`src/rtl/stack_pkg.sv`:
```
// Shared op encoding for the parameterised stack.
package stack_pkg;

  typedef logic [1:0] op_t;

  localparam op_t OP_PUSH    = 2'b00;
  localparam op_t OP_POP     = 2'b01;
  localparam op_t OP_REPLACE = 2'b10;
  localparam op_t OP_NOP     = 2'b11;

endpackage

```
`src/rtl/stack_ptr.sv`:
```
// Saturating entry counter for param_stack; empty/full decode straight off the count register.
module stack_ptr #(
  parameter int DEPTH = 4
) (
  input  logic                         clk,
  input  logic                         rst,
  input  logic                         inc,
  input  logic                         dec,
  output logic [$clog2(DEPTH+1)-1:0]   count,
  output logic                         empty,
  output logic                         full
);

  localparam int CW = $clog2(DEPTH+1);

  logic [CW-1:0] count_q;
  logic [CW-1:0] count_d;

  always_comb begin
    count_d = count_q;
    if (inc && !dec && count_q != CW'(DEPTH)) begin
      count_d = count_q + CW'(1);
    end else if (dec && !inc && count_q != '0) begin
      count_d = count_q - CW'(1);
    end
  end

  always_ff @(posedge clk) begin
    if (rst) begin
      count_q <= '0;
    end else begin
      count_q <= count_d;
    end
  end

  assign count = count_q;
  assign empty = (count_q == '0);
  assign full  = (count_q == CW'(DEPTH));

endmodule

```
`src/rtl/param_stack.sv`:
```
// LIFO stack with registered top-of-stack and one-cycle err pulse on overflow/underflow.
// Define PARAM_STACK_STICKY_ERR_EN to add ovf_sticky/unf_sticky outputs held until rst.
module param_stack
  import stack_pkg::*;
#(
  parameter int WIDTH = 4,
  parameter int DEPTH = 4
) (
  input  logic                         clk,
  input  logic                         rst,
  input  logic                         op_valid,
  input  logic [1:0]                   op,
  input  logic [WIDTH-1:0]             din,
  output logic [WIDTH-1:0]             top_data,
  output logic [$clog2(DEPTH+1)-1:0]   count,
  output logic                         empty,
  output logic                         full,
  output logic                         err
`ifdef PARAM_STACK_STICKY_ERR_EN
  ,
  output logic                         ovf_sticky,
  output logic                         unf_sticky
`endif
);

  op_t op_i;
  logic do_push, do_pop, do_repl, ovf, unf;

  logic [WIDTH-1:0] mem_q [DEPTH];
  logic [WIDTH-1:0] mem_d [DEPTH];
  logic [WIDTH-1:0] top_data_q, top_data_d;
  logic             err_q, err_d;

  assign op_i = op;

  // REPLACE on an empty stack is treated as a PUSH; on a full one it never overflows.
  always_comb begin
    do_push = 1'b0;
    do_pop  = 1'b0;
    do_repl = 1'b0;
    ovf     = 1'b0;
    unf     = 1'b0;
    if (op_valid) begin
      case (op_i)
        OP_PUSH:    if (full)  ovf = 1'b1; else do_push = 1'b1;
        OP_POP:     if (empty) unf = 1'b1; else do_pop  = 1'b1;
        OP_REPLACE: if (empty) do_push = 1'b1; else do_repl = 1'b1;
        default:    ;
      endcase
    end
  end

  stack_ptr #(.DEPTH(DEPTH)) u_ptr (
    .clk   (clk),
    .rst   (rst),
    .inc   (do_push),
    .dec   (do_pop),
    .count (count),
    .empty (empty),
    .full  (full)
  );

  always_comb begin
    mem_d      = mem_q;
    top_data_d = top_data_q;
    err_d      = ovf | unf;
    for (int i = 0; i < DEPTH; i++) begin
      if (do_push && i == int'(count))     mem_d[i] = din;
      if (do_repl && i == int'(count) - 1) mem_d[i] = din;
      if (do_pop  && i == int'(count) - 1) mem_d[i] = '0;
    end
    if (do_push || do_repl) begin
      top_data_d = din;
    end else if (do_pop) begin
      // Entry below the popped one becomes the new top; none left means 0.
      top_data_d = '0;
      for (int i = 0; i < DEPTH; i++) begin
        if (i == int'(count) - 2) top_data_d = mem_q[i];
      end
    end
  end

  always_ff @(posedge clk) begin
    if (rst) begin
      for (int i = 0; i < DEPTH; i++) mem_q[i] <= '0;
      top_data_q <= '0;
      err_q      <= 1'b0;
    end else begin
      mem_q      <= mem_d;
      top_data_q <= top_data_d;
      err_q      <= err_d;
    end
  end

  assign top_data = top_data_q;
  assign err      = err_q;

`ifdef PARAM_STACK_STICKY_ERR_EN
  logic ovf_sticky_q, ovf_sticky_d;
  logic unf_sticky_q, unf_sticky_d;

  always_comb begin
    ovf_sticky_d = ovf_sticky_q | ovf;
    unf_sticky_d = unf_sticky_q | unf;
  end

  always_ff @(posedge clk) begin
    if (rst) begin
      ovf_sticky_q <= 1'b0;
      unf_sticky_q <= 1'b0;
    end else begin
      ovf_sticky_q <= ovf_sticky_d;
      unf_sticky_q <= unf_sticky_d;
    end
  end

  assign ovf_sticky = ovf_sticky_q;
  assign unf_sticky = unf_sticky_q;
`endif

endmodule

```
`config.mk`:
```
export PLATFORM = sky130hd
export DESIGN_NAME = param_stack
export DESIGN_NICKNAME = d
export VERILOG_FILES = /design/src/rtl/stack_pkg.sv /design/src/rtl/stack_ptr.sv /design/src/rtl/param_stack.sv
export SDC_FILE = /design/constraint.sdc
export NUM_CORES = 1
export LEC_CHECK = 0
export ABC_AREA = 0
export CAP_MARGIN = 40
export CORE_MARGIN = 2
export CORE_UTILIZATION = 49
export CTS_CLUSTER_DIAMETER = 50
export DETAILED_ROUTE_END_ITERATION = 6
export GPL_TIMING_DRIVEN = 0
export PLACE_DENSITY = 0.85
export SYNTH_ARGS = -nofsm -noshare
export SYNTH_HDL_FRONTEND = slang
export SYNTH_HIERARCHICAL = 1
export SYNTH_SLANG_ARGS = --single-unit
```
`constraint.sdc`:
```
create_clock -name clk -period 2.8 [get_ports clk]
set_input_delay 0.56 -clock clk [delete_from_list [all_inputs] [get_ports clk]]
set_output_delay 0.56 -clock clk [all_outputs]
set_load 0.005 [all_outputs]
```
; Word level (Yosys, flattened, before mapping)
; Cells that the tools add are included.
[classes]
add_sub_neg = 4
n_eq_ne = 13
n_mux = 30
bitwise_logic = 1
n_reduce_logical = 35
[ops]
columns = cell, n
row1 = 32-bit zero test, 2
row2 = 4-bit 2-to-1 mux, 14
row3 = "3-bit by 4-bit equality test with 1-bit output, first input constant", 4
row4 = 1-bit logical AND, 16
row5 = 1-bit 2-to-1 mux, 13
row6 = 2-bit nonzero test, 6
row7 = "2-bit by 4-bit equality test with 1-bit output, first input constant", 2
row8 = 2-bit OR reduction, 4
row9 = "3-bit equality test, first input constant", 2
row10 = 3-bit zero test, 2
row11 = 3-bit 2-to-1 mux, 2
row12 = "3-bit by 1-bit subtractor with 4-bit output, second input constant", 1
row13 = "3-bit by 2-bit subtractor with 4-bit output, second input constant", 1
row14 = "3-bit by 1-bit adder with 3-bit output, second input constant", 1
row15 = "2-bit by 3-bit equality test with 1-bit output, first input constant", 1
row16 = "3-bit equality test, second input constant", 1
row17 = "3-bit inequality test, second input constant", 1
row18 = 3-bit nonzero test, 1
row19 = "3-bit by 1-bit subtractor with 3-bit output, second input constant", 1
row20 = "2-bit by 1-bit equality test with 1-bit output, second input constant", 1
row21 = "2-bit equality test, second input constant", 1
row22 = 1-bit zero test, 2
row23 = 2-bit zero test, 1
row24 = 1-bit case mux with 2 select lines, 1
row25 = 2 further kinds, 2
[totals]
ff_bits = 24
inputBits = 9
word_cells = 90

; Logic depth before layout (Yosys ltp)
; Gate-level depths: netlist of run 1.
[logic_depth]
word_depth = 9
ltp_mapped = 9
depth_no_buf = 9

; By module
; The synthesis of run 1 kept the hierarchy.
[by_module_without_submodules]
columns = mod, instances, cells_each, area_per_inst_um2
row1 = param_stack, 1, 132, 1315.0
row2 = stack_ptr, 1, 23, 219.0

; Worst setup path after synthesis of run 1
; OpenSTA, ideal clock, no wires.
[synth_path]
kind = reg-to-reg
startpoint = register u_ptr.count_q[0], in the netlist u_ptr/count[0]
endpoint = register u_ptr.count_q[2], in the netlist u_ptr/count[2]
setup_time_ps = 103
arrival_ps = 2820
required_time_ps = 2697
setup_slack_ps = -124
path_stages_with_launch = 10
synth_period_minus_slack_ps = 2924
cell_sequence = dfxtp_1 > or2_1 > nor2_1 > nand2b_1 > and3_1 > or3b_2 > fa_1 > and3b_1 > and3_4 > a2111oi_2
[synth_between]
elab_chain_cells = 8
word_cells_on_any_way = 22
cone_classes = add/sub (2) / eq/ne (2) / mux (9) / reduce/logical (9)
[synth_rtl]
columns = element, line
row1 = from (decl), stack_ptr.sv:16  ; logic [CW-1:0] count_q;
row2 = from (signal assigned), stack_ptr.sv:32  ; count_q <= count_d;
row3 = 3-bit zero test *, stack_ptr.sv:37  ; assign empty = (count_q == '0);
row4 = net empty, param_stack.sv:16  ; output logic empty,
row5 = 1-bit 2-to-1 mux *, param_stack.sv:47  ; OP_REPLACE: if (empty) do_push = 1'b1; else do_repl = 1'b1;
row6 = 1-bit case mux with 2 select lines *, param_stack.sv:44  ; case (op_i)
row7 = 1-bit 2-to-1 mux *, param_stack.sv:43  ; if (op_valid) begin
row8 = net do_push, param_stack.sv:27  ; logic do_push, do_pop, do_repl, ovf, unf;
row9 = 1-bit zero test, stack_ptr.sv:23  ; end else if (dec && !inc && count_q != '0) begin
row10 = 1-bit logical AND (2 in a row), stack_ptr.sv:23
row11 = 2-bit nonzero test (no line), --
; The timed path passes the listed nets; every way through them passes the cells marked *. The select of a mux whose other input is x is not followed.
; A chain may end at the register's enable or synchronous reset.

; Final worst setup path of run 1
[layout_path]
startpoint = input op_valid
endpoint = register u_ptr.count_q[2], in the netlist u_ptr/count[2]
[layout_between]
elab_chain_cells = 5
word_cells_on_any_way = 10
cone_classes = mux (3) / reduce/logical (7)
[layout_rtl]
columns = element, line
row1 = from (decl), param_stack.sv:11  ; input logic op_valid,
row2 = 1-bit 2-to-1 mux *, param_stack.sv:43
row3 = net do_push, param_stack.sv:27
row4 = 1-bit zero test, stack_ptr.sv:23
row5 = 1-bit logical AND (2 in a row), stack_ptr.sv:23
row6 = 2-bit nonzero test (no line), --
; The timed path passes the listed nets; every way through them passes the cells marked *.

==> summary.md, run 1 <==
### Outcome
* status: finished clean

### Timing
* RSZ-0062 raised after global routing: no
* final-report max-slew violation count: 0
* worst slew pin tran: 0.5563 ns
* final count of hold timing violations: 0
* worst hold-check slack: 0.4753 ns
* Min Clock Period, post-route: 2.685 ns
* max frequency: 372.4 MHz
* endpoints failing setup: 0
* largest clock skew in the final design: 0.01157 ns
* crit path setup slack, layout: 0.1148 ns
* Worst slew margin: 62.92%
* final cycle utilization of the critical path: 95.90%

### Floorplan
* total number of placement rows: 20
* Chip Height: 59.95 um
* I/O Pins: 19
* die outline width: 59.95 um
* die area: 3594 um2
* effective utilization at floorplan: 51.08%
* core box area: 3003 um2

### Critical path
* Worst setup SP type: input pin
* Crit Path Class: in -> reg
* Crit path largest cell delay: 0.50 ns
* arrival time worst endpoint: 2.93 ns
* Worst path slowest cell: sky130_fd_sc_hd__clkdlybuf4s50_1
* kind of end point of the critical path: flop
* Cell Chain, Critical Path: clkdlybuf4s50_1 -> nor2b_4 -> and3_4 -> or3b_4 -> fa_2 -> and3b_1 -> and3_4 -> a2111oi_2
* Critical Path Most Common Cell: sky130_fd_sc_hd__and3_4
* crit-path max FO: 5
* Required @ worst endpoint: 3.05 ns

### Layout
* synthesis-to-layout area growth: 22.27%
* number of nets in the final layout: 194
* most used cells in the layout excluding fill and tap cells: sky130_fd_sc_hd__nand2_1 (24), sky130_fd_sc_hd__dfxtp_1 (22), sky130_fd_sc_hd__mux2i_1 (17), sky130_fd_sc_hd__clkdlybuf4s50_1 (16), sky130_fd_sc_hd__nor2b_1 (11)
* Antenna diodes: 0
* ratio of cells with drive above 1 in the final layout: 22.10%
* commonest non-fill, non-tap cell in the layout: sky130_fd_sc_hd__nand2_1
* core occupancy in the finished layout: 62.46%
* final std cells w/o fill: 214

### Clock network
* clock insertion delay at the later pin of the skew report: 0.33 ns
* TritonCTS Buffers: 3
* cell at the root of the clock tree: sky130_fd_sc_hd__clkbuf_4
* TritonCTS clock tree: built
* clock-pin slew on the worst setup and hold paths: 0.15 ns
* number of buffers between clock root and the deepest sink: 2
* clock sink count: 24
* H-tree depth: 1

### Route
* Post-Route WL: 3332 um
* WL per Instance: 15.57 um
* DRT Pass-1 Iters: 4
* via count of the routed design: 1238
* violation count after the first detailed-routing iteration: 27
* DRC violation count after routing: 0
* count of antenna-violating nets left after detailed routing: 0
* Avg Vias per Cell: 5.785

### Placed design
* pre-CTS setup slack: -0.4616 ns
* Port Buffer Count: 18
* dpl hpwl: 2541 um
* Final Wtd Congestion: 0.8824
* number of placed instances with taps included: 206

### Synthesis
* cells after synthesis: 155
* number of distinct library cell variants in the gate-level netlist after synthesis: 51
* flop and latch count out of synthesis: 24
* synthesized area divided by synthesized cell count: 9.897 um2
* part of the Yosys area used for sequential elements: 31.32%
* combined area of all synthesized cells: 1534 um2
* number of flops mapped to enable cells by yosys: 0
* share of async-settable or async-resettable flops after synthesis: 0%
* number of warnings issued by yosys: 6
* top flip-flop cell by instance count after synthesis: sky130_fd_sc_hd__dfxtp_1
* synthesized net count: 167

### GRT
* number of global-route vias before repair: 1224
* pin count of the biggest net entering global routing: 15
* number of antenna violations at the first check in global routing: 0
* global route total overflow: 0
* wire length of the first global-routing pass: 5623 um
* total routing usage reported by global routing: 20.68%

### Flow run
* number of maximum-capacitance constraint violations: 0

### Power and ir drop
* power density cells: 510.8 nW/um2
* peak supply drop: 0.3529 mV
* Pleak: 0.0006469 uW
* power after layout: 958.0 uW

### Worst hold path
* worst min-delay path class: reg -> reg

==> final timing paths <==
path,startpoint,end,slack (ns),depth (start not counted)
setup / recovery,op_valid,u_ptr/count[2]$_SDFFE_PP0P_,0.11,8
hold / removal,mem_q[0]$_SDFFE_PP0P_,mem_q[0]$_SDFFE_PP0P_,0.48,2
setup reg to reg,u_ptr/count[1]$_SDFFE_PP0P_,u_ptr/count[2]$_SDFFE_PP0P_,0.12,9
hold reg to reg,mem_q[0]$_SDFFE_PP0P_,mem_q[0]$_SDFFE_PP0P_,0.48,2
==> metal layers <==
| layer | GRT usage [%] | up-vias | wire, um |
|---|---|---|---|
| met2 | 33.39 | 19 | 1638 |
| met5 | 0 | - | 0 |
| met1 | 28.40 | 601 | 1572 |
| li1 | - | 614 | - |
| met4 | 6.984 | 0 | 43 |
| met3 | 2.597 | 4 | 78 |
==> stage by stage <==
step                      TNS, ns  instance area, um2
after floorplan                 0                1556
after global routing            0                1876
final                           0                1876
after global placement    -0.4255                1778
after detailed placement  -0.5160                1778
after CTS                       0                1848
==> power by group <==
part | internal, uW | switching, uW | total [uW]
logic | 162 | 151 | 314
clock network | 145 | 117 | 262
registers | 363 | 19.3 | 382
==> synthesized netlist by cell type, types with 2 or more instances <==
master	instances	area, um2
sky130_fd_sc_hd__dfxtp_1	24	480.5
sky130_fd_sc_hd__nand3b_1	9	67.56
sky130_fd_sc_hd__nor2b_1	11	68.82
sky130_fd_sc_hd__clkbuf_1	2	7.510
sky130_fd_sc_hd__mux4_2	4	90.09
sky130_fd_sc_hd__ha_1	2	25.02
sky130_fd_sc_hd__nand2_1	24	90.09
sky130_fd_sc_hd__inv_1	3	11.26
sky130_fd_sc_hd__o21ai_1	4	20.02
sky130_fd_sc_hd__nand4_1	2	12.51
sky130_fd_sc_hd__a21boi_4	2	37.54
sky130_fd_sc_hd__nor2_1	4	15.01
sky130_fd_sc_hd__nand2b_1	6	37.54
sky130_fd_sc_hd__xnor2_1	2	17.52
sky130_fd_sc_hd__mux2i_1	17	170.2
sky130_fd_sc_hd__a22oi_1	4	30.03
==> cell type report <==
type | count | area (um2)
repair buffers | 22 | 207.7
plain buffers | 5 | 37.54
clock inverters | 1 | 30.03
flip-flops and latches | 24 | 488.0
well taps | 33 | 41.29
inverters | 3 | 11.26
clock buffers | 3 | 22.52
fillers | 221 | 1127
multi-input cells | 123 | 1037
==> cells by family (layout without fill, tap and decap cells) <==
group | count (synthesis) | after routing | share of synthesized area, %
compound gates | 19 | 19 | 11.99
fa+ha+maj | 3 | 3 | 2.936
flops | 24 | 24 | 31.32
mux | 21 | 21 | 16.97
buf+inv | 8 | 34 | 3.181
simple gates | 78 | 78 | 32.46
xor+xnor | 2 | 2 | 1.142
==> sequential cells by signal, indices dropped and copies added, names as in the netlist <==
name and flops:
mem_q 16, top_data 4, u_ptr/count 3, err 1
==> worst max-delay path: cells and delay by family <==
kind / cells / cell delay, ns
buffers and inverters: 1 / 0.50
adders and majority gates: 1 / 0.38
AOI/OAI and AO/OA: 1 / 0.31
and+or+nand+nor: 5 / 1.17
==> timing repair <==
| item | 4_1_cts | 5_1_grt |
|---|---|---|
| setup endpoints to repair | 1 | 1 |
| hold buffers | 0 | 0 |
| pin swaps | 0 | 2 |
| resized for setup | 7 | 2 |
| setup buffers | 1 | 3 |
Note: power is estimated with default switching activity, not from simulation.
==> run 2, diff against run 1 <==
Settings changed: CORE_UTILIZATION 49 to 50, PLACE_DENSITY 0.85 to 0.77.
Clock period 2.8 ns to 2.7 ns, I/O delays scaled along.
==> summary.md, run 2 (same netlist as run 1, synthesis figures left out) <==
### Timing
* final sum of negative setup slack: 0 ns, unchanged
* final-report max-slew violation count: 0, unchanged
* worst slew pin tran: 0.5369 ns, -0.01933 ns
* Worst slew margin: 64.21%, +1.3 points
* largest clock skew in the final design: 0.004162 ns, -0.007408 ns
* endpoints failing setup: 0, unchanged
* final count of hold timing violations: 0, unchanged
* max frequency: 383.0 MHz
* Min Clock Period, post-route: 2.611 ns
* final cycle utilization of the critical path: 96.69%
* crit path setup slack, layout: 0.08925 ns, -0.02556 ns

### Layout
* ratio of cells with drive above 1 in the final layout: 27.37%, +5.3 points
* largest reg by FF count: mem_q
* number of nets in the final layout: 203, +4.6%
* synthesis-to-layout area growth: 27.32%
* Antenna diodes: 0, unchanged
* commonest non-fill, non-tap cell in the layout: sky130_fd_sc_hd__nand2_1
* Largest register FFs: 16, unchanged
* final std cells w/o fill: 223, +4.2%
* most used cells in the layout excluding fill and tap cells: sky130_fd_sc_hd__nand2_1 (24), sky130_fd_sc_hd__dfxtp_1 (21), sky130_fd_sc_hd__mux2i_1 (17), sky130_fd_sc_hd__clkdlybuf4s50_1 (16), sky130_fd_sc_hd__buf_4 (13)

### Clock network
* TritonCTS clock tree: built
* number of buffers between clock root and the deepest sink: 2, unchanged
* H-tree depth: 1, unchanged
* clock-pin slew on the worst setup and hold paths: 0.13 ns, -0.02 ns
* clock insertion delay at the later pin of the skew report: 0.32 ns, about the same
* cell at the root of the clock tree: sky130_fd_sc_hd__clkbuf_4
* clock sink count: 24, unchanged
* TritonCTS Buffers: 3, unchanged

### Route
* Post-Route WL: 3546 um, +6.4%
* violation count after the first detailed-routing iteration: 42, +56%
* count of antenna-violating nets left after detailed routing: 0, unchanged
* DRT Pass-1 Iters: 4, unchanged
* via count of the routed design: 1298, +4.8%
* DRC violation count after routing: 0, unchanged
* WL per Instance: 15.90 um, +2.1%
* Avg Vias per Cell: 5.821, +0.62%

### Placed design
* number of placed instances with taps included: 206, unchanged
* pre-CTS setup slack: -0.4784 ns, -0.01679 ns
* Final Wtd Congestion: 0.8590, -2.7%
* dpl hpwl: 2545 um, +0.15%
* Port Buffer Count: 18, unchanged

### Flow run
* number of maximum-capacitance constraint violations: 0, unchanged

### Power and ir drop
* Pleak: 0.0006873 uW, +6.2%
* power density cells: 491.3 nW/um2, -3.8%
* peak supply drop: 0.3032 mV, -14%
* power after layout: 959.5 uW, +0.15%

### Worst hold path
* worst min-delay path class: reg -> reg

### Critical path
* Buffers & Inverters on Critical Path: 1, unchanged
* Crit Path Class: reg -> reg
* Cell Chain, Critical Path: or2_4 -> nor2_4 -> and4bb_1 -> buf_6 -> or3b_4 -> fa_2 -> and3b_2 -> a211oi_2 -> a2111oi_4
* Crit path largest cell delay: 0.39 ns, -0.11 ns
* crit-path max FO: 6, +1
* kind of end point of the critical path: flop
* Worst path slowest cell: sky130_fd_sc_hd__or3b_4
* Required @ worst endpoint: 2.91 ns, -0.14 ns
* arrival time worst endpoint: 2.82 ns, -0.11 ns
* Worst setup SP type: flop
* cell family with the largest share of critical-path delay: simple AND/OR/NAND/NOR gates

### Outcome
* status: finished clean

### Floorplan
* total number of placement rows: 20, unchanged
* core box area: 2978 um2, -0.83%
* I/O Pins: 19, unchanged
* die area: 3527 um2, -1.9%
* die outline width: 59.39 um, -0.93%
* effective utilization at floorplan: 51.51%, +0.43 points
* Chip Height: 59.39 um, -0.93%

### GRT
* global route total overflow: 0, unchanged
* wire length of the first global-routing pass: 5844 um, +3.9%
* number of global-route vias before repair: 1232, +0.65%
* pin count of the biggest net entering global routing: 14, -1
* number of antenna violations at the first check in global routing: 0, unchanged
* total routing usage reported by global routing: 21.52%, +0.84 points

## run 2: changes by cell type in the layout (fill, tap and decap cells not counted), sizes merged
cell / change
buf: +9
bufinv: -1
clkbuf: +1
## run 2: cell type report
type,instances,area [um2]
clock buffers,4,36.28
plain buffers,5,37.54
well taps,33,41.29
repair buffers,31,275.3
inverters,3,11.26
multi-input cells,123,1062
fillers,240,1025
flip-flops and latches,24,489.2
## run 2: final timing paths
check,depth (start not counted),to,startpoint,slack (ns)
max,9,u_ptr/count[2]$_SDFFE_PP0P_,u_ptr/count[1]$_SDFFE_PP0P_,0.09
min,2,mem_q[8]$_SDFFE_PP0P_,mem_q[8]$_SDFFE_PP0P_,0.47
max reg2reg,9,u_ptr/count[2]$_SDFFE_PP0P_,u_ptr/count[1]$_SDFFE_PP0P_,0.09
min reg2reg,2,mem_q[8]$_SDFFE_PP0P_,mem_q[8]$_SDFFE_PP0P_,0.47
## run 2: what timing repair did
item	4_1_cts	5_1_grt
pin swaps	2	7
cloned	0	0
buffers inserted	4	9
gates resized for setup	7	5
setup endpoints to repair	1	1
hold buffers	0	0
## run 2: metrics by stage
stage / hold slack [ns] / cell area, um2 / utilization (%)
2_1_floorplan: 0.4315 / 1560 / -
3_3_place_gp: 0.4412 / 1782 / 59.83
3_5_place_dp: 0.4545 / 1782 / 59.83
4_1_cts: 0.4728 / 1859 / 62.44
5_1_grt: 0.4930 / 1953 / 65.59
6_report: 0.4708 / 1953 / 65.59
## run 2: layer usage
metal	global-route usage (%)	share of wire, %
met5	0	0
met4	4.870	0.82
met3	5.022	4.4
met2	34.38	49
met1	29.44	46
## run 2: worst register-to-register path: stages, from the launching register on
cell	delay (ns)
sky130_fd_sc_hd__dfxtp_4	0.37
sky130_fd_sc_hd__or2_4	0.28
sky130_fd_sc_hd__nor2_4	0.14
sky130_fd_sc_hd__and4bb_1	0.23
sky130_fd_sc_hd__buf_6	0.13
sky130_fd_sc_hd__or3b_4	0.39
sky130_fd_sc_hd__fa_2	0.38
sky130_fd_sc_hd__and3b_2	0.23
sky130_fd_sc_hd__a211oi_2	0.28
sky130_fd_sc_hd__a2111oi_4	0.07
## run 2: power by group
part / internal (uW) / switching [uW] / total, uW
Sequential: 377 / 18.5 / 395
Combinational: 198 / 174 / 372
Clock: 82.5 / 109 / 192
